## src/rtl/exp_priority16_if.sv

```systemverilog
// rtl/exp_priority16_if.sv - request/result bundle for the 16-bit priority encoder
interface exp_priority16_if;
    logic [15:0] Din;
    logic        En;
    logic [3:0]  Dout;
    logic        Valid;

    modport master (
        output Din,
        output En,
        input  Dout,
        input  Valid
    );

    modport slave (
        input  Din,
        input  En,
        output Dout,
        output Valid
    );
endinterface

```

## src/rtl/exp_priority16.sv

```systemverilog
// rtl/exp_priority16.sv - registered 16-bit priority encoder, bit 15 highest, active-low enable
module exp_priority16 (
    input  logic               clk,
    input  logic               rst_n,
    exp_priority16_if.slave    bus
);

    logic [3:0] w_idx;
    logic       w_found;
    logic [3:0] r_dout;
    logic       r_valid;

    // Once a 1 is found the !w_found term blocks lower bits, so X/Z below the winner never reach the result.
    always_comb begin
        w_idx   = 4'h0;
        w_found = 1'b0;
        for (int i = 15; i >= 0; i--) begin
            if (!w_found && bus.Din[i] === 1'b1) begin
                w_idx   = 4'(i);
                w_found = 1'b1;
            end
        end
    end

    always_ff @(posedge clk or negedge rst_n) begin
        if (!rst_n) begin
            r_dout  <= 4'h0;
            r_valid <= 1'b0;
        end else if (bus.En) begin
            r_dout  <= 4'h0;
            r_valid <= 1'b0;
        end else begin
            r_dout  <= w_idx;
            r_valid <= w_found;
        end
    end

    assign bus.Dout  = r_dout;
    assign bus.Valid = r_valid;

endmodule

```

## src/flat_wrapper.sv

```systemverilog
// flat-port wrapper written by rule: the top's interface ports become plain ports
module exp_priority16_flat 
  (clk, rst_n, bus_Din, bus_En, bus_Dout, bus_Valid);
  exp_priority16_if bus_i ();
  input  logic clk;
  input  logic rst_n;
  input wire logic [$bits(bus_i.Din)-1:0] bus_Din;
  input wire logic [$bits(bus_i.En)-1:0] bus_En;
  output wire logic [$bits(bus_i.Dout)-1:0] bus_Dout;
  output wire logic [$bits(bus_i.Valid)-1:0] bus_Valid;
  assign bus_i.Din = bus_Din;
  assign bus_i.En = bus_En;
  assign bus_Dout = bus_i.Dout;
  assign bus_Valid = bus_i.Valid;
  exp_priority16 u_core (.clk(clk), .rst_n(rst_n), .bus(bus_i));
endmodule
```

## config.mk

```make
export PLATFORM = sky130hd
export DESIGN_NAME = exp_priority16_flat
export DESIGN_NICKNAME = d
export VERILOG_FILES = /design/src/rtl/exp_priority16_if.sv /design/src/rtl/exp_priority16.sv /design/src/flat_wrapper.sv
export SDC_FILE = /design/constraint.sdc
export NUM_CORES = 1
export LEC_CHECK = 0
export ABC_AREA = 1
export BUFFER_PORTS_ARGS = -buffer_cell sky130_fd_sc_hd__buf_2
export CAP_MARGIN = 25
export CORE_AREA = 2 2 39 41
export CTS_CLUSTER_DIAMETER = 200
export CTS_CLUSTER_SIZE = 10
export DETAILED_ROUTE_END_ITERATION = 7
export DIE_AREA = 0 0 41 43
export GPL_TIMING_DRIVEN = 0
export SLEW_MARGIN = 0
export SYNTH_ARGS = -nofsm -noshare
export SYNTH_HDL_FRONTEND = slang
export SYNTH_SLANG_ARGS = --single-unit
```

## constraint.sdc

```tcl
create_clock -name clk -period 0.8 [get_ports clk]
set_clock_uncertainty 0.05 [all_clocks]
set_input_delay 0.04 -clock clk [delete_from_list [all_inputs] [get_ports clk]]
set_output_delay 0.04 -clock clk [all_outputs]
set_load 0.005 [all_outputs]
```

==> metrics <==
H-tree depth=1; RD Place Congestion=0.722; Worst EP required=0.89 ns; Antenna Violating Nets Remaining=0; fill cell count=145; # rows=14; GRT overflow=0; Yosys warning total=0; Tot Pwr=728 uW; DR WL/cell=7.88 um; nets=108; Leak=0.000342 uW; most frequent cells in the layout=buf_2 (19), inv_1 (14), nor2_1 (8); Vias per Instance=4.26; first-pass GRT wire length=1.32 mm; Critical path origin=bus_Din[13]; Routed WL=819 um; diode count=0; WP data arrival=1.03 ns; GRT Total Usage=11.2%; Post-route DRC=0; failing checks=negative setup slack; Synth-to-Final Area Change=63.5%; Syn Nets=74; worst hold path cell count=3; Die ar.=1760 um^2; crit path max fanout=3; Final Critical Period=0.940 ns; number of placed instances, taps included=94; io pins=24; Layout Cells excl Fill=104; CP Launch Type=input pin; DIE WIDTH=41 um; Setup WS pre-CTS=-0.494 ns; WS Path Type=input pin to flop; initial drt markers=3; HP Class=input pin to flop; final hold vios=0; Die Ht=43 um; CTS tree=done; DR vias=443; maximum root-to-sink buffer count=2; Least-Margin Pin Slew=0.177 ns; CP endpoint=u_core.bus.Valid; CORE AREA=1380 um^2; crit share post-route=118%; clk slew on worst S/H paths=0.04 ns; Final Instance Area=622 um^2; fraction of layout cells with a size suffix above 1=45.5%; Slew Limit Headroom=88.2%; Worst IR Drop VDD=0.333 mV; CTS root buffer=clkbuf_4; Mapped Cells=55; CTS Buf Count=3; Starting Density=27.5%; vias in the first global route=388; Seq/Total Area, Yosys=32.9%; Max Cap Viol=0; Multi-input gate area=204 um^2; # setup viols final=4; power density over the cells=1170 nW/um^2; Yosys reg bits=5; DRT Pass-1 Iters=3; initial antenna violation count=0; CTS sink count=5; largest net degree at the start of global routing=6; hpwl dp=659 um; max-slew violations=0; RSZ-0062 raised after global routing=yes; Synth Cell Area=380 um^2; final worst slack=-0.140 ns; sequential standard cell area=125 um^2; IO buf count=23; commonest non-fill, non-tap cell in the layout=buf_2; syn avg cell area=6.92 um^2; outcome=complete, but fails checks; library cells used by synthesis=15; Total Neg Setup Slack=-0.462 ns; DP Area=520 um^2; kind of end point of the critical path=flop; fmax=1060 MHz
-- sequential cells by signal, indices dropped and copies added, names as in the netlist --
signal,count
u_core.bus.Dout,4
u_core.bus.Valid,1
-- kinds of logic (layout without fill, tap and decap cells) --
kind of cell | after synthesis | in the layout | share of synthesized area (%)
simple gates | 26 | 26 | 38.2
flops | 5 | 5 | 32.9
compound gates | 9 | 9 | 14.1
buf+inv | 15 | 48 | 14.8
-- worst min-delay path by stage --
stage,startpoint,slack (ns),to
after global placement,rst_n,-0.20,u_core.bus.Dout[1]
final,bus_Din[1],0.01,u_core.bus.Dout[0]
after floorplan,rst_n,-0.31,u_core.bus.Dout[0]
after detailed placement,rst_n,-0.19,u_core.bus.Dout[2]
after CTS,bus_Din[1],0.01,u_core.bus.Dout[0]
after global routing,bus_Din[1],0.005,u_core.bus.Dout[0]
-- layout make-up --
cell class,instances,area share [%]
multi-input cells,35,32.8
repair buffers,29,30.6
flip-flops and latches,5,20.1
inverters,15,9.05
clock buffers,4,4.23
well taps,16,3.22
-- routing by layer --
layer / global-route usage [%] / up-vias / part of all wire [%]
met4: 12.0 / 0 / 2.8
met1: 11.4 / 185 / 40
li1: - / 240 / -
met2: 17.2 / 15 / 49
met5: 0 / - / 0
met3: 1.57 / 3 / 7.9
-- where the power goes --
group	switching, uW	leakage [uW]	internal [uW]
sequential	2.63	0.0000601	269
clock	98.8	0.0000150	188
combinational	80.6	0.000267	88.7
-- worst max-delay path: stages --
cell and delay [ns]:
buf_6 0.10, nor2_4 0.12, nand2_2 0.07, nor2_2 0.08, nand4_2 0.09, nor2_1 0.10, nand4_1 0.10, nor2_2 0.12
nand4_1 0.10, nand2_1 0.07, inv_1 0.03
-- Yosys cell counts --
cell | number | share of area [%]
nand2_2 | 1 | 1.6
nand4_2 | 1 | 3.3
nand3_1 | 2 | 2.6
nand3_2 | 1 | 2.6
a21oi_2 | 1 | 2.3
inv_1 | 15 | 15
nor2_1 | 8 | 7.9
o211ai_1 | 2 | 3.9
o21ai_0 | 1 | 1.3
dfrtp_1 | 5 | 33
a21oi_1 | 5 | 6.6
nor2_4 | 1 | 3.0
nand2_1 | 4 | 3.9
nor2_2 | 4 | 6.6
nand4_1 | 4 | 6.6
-- repair_timing --
item,CTS,global route
hold endpoints to repair,8,0
hold buffers,2,0
resized for setup,6,2
pin swaps,8,6
endpoints found under the setup margin,8,10
buffers inserted,4,0
-- per-stage QoR --
stage | util, % | hold slack (ns)
3_3_place_gp | 37.6 | -0.196
5_1_grt | 44.9 | 0.00549
6_report | 44.9 | 0.0102
2_1_floorplan | - | -0.306
3_5_place_dp | 37.6 | -0.194
4_1_cts | 44.5 | 0.0131
Power figures use the tool's default switching activity.
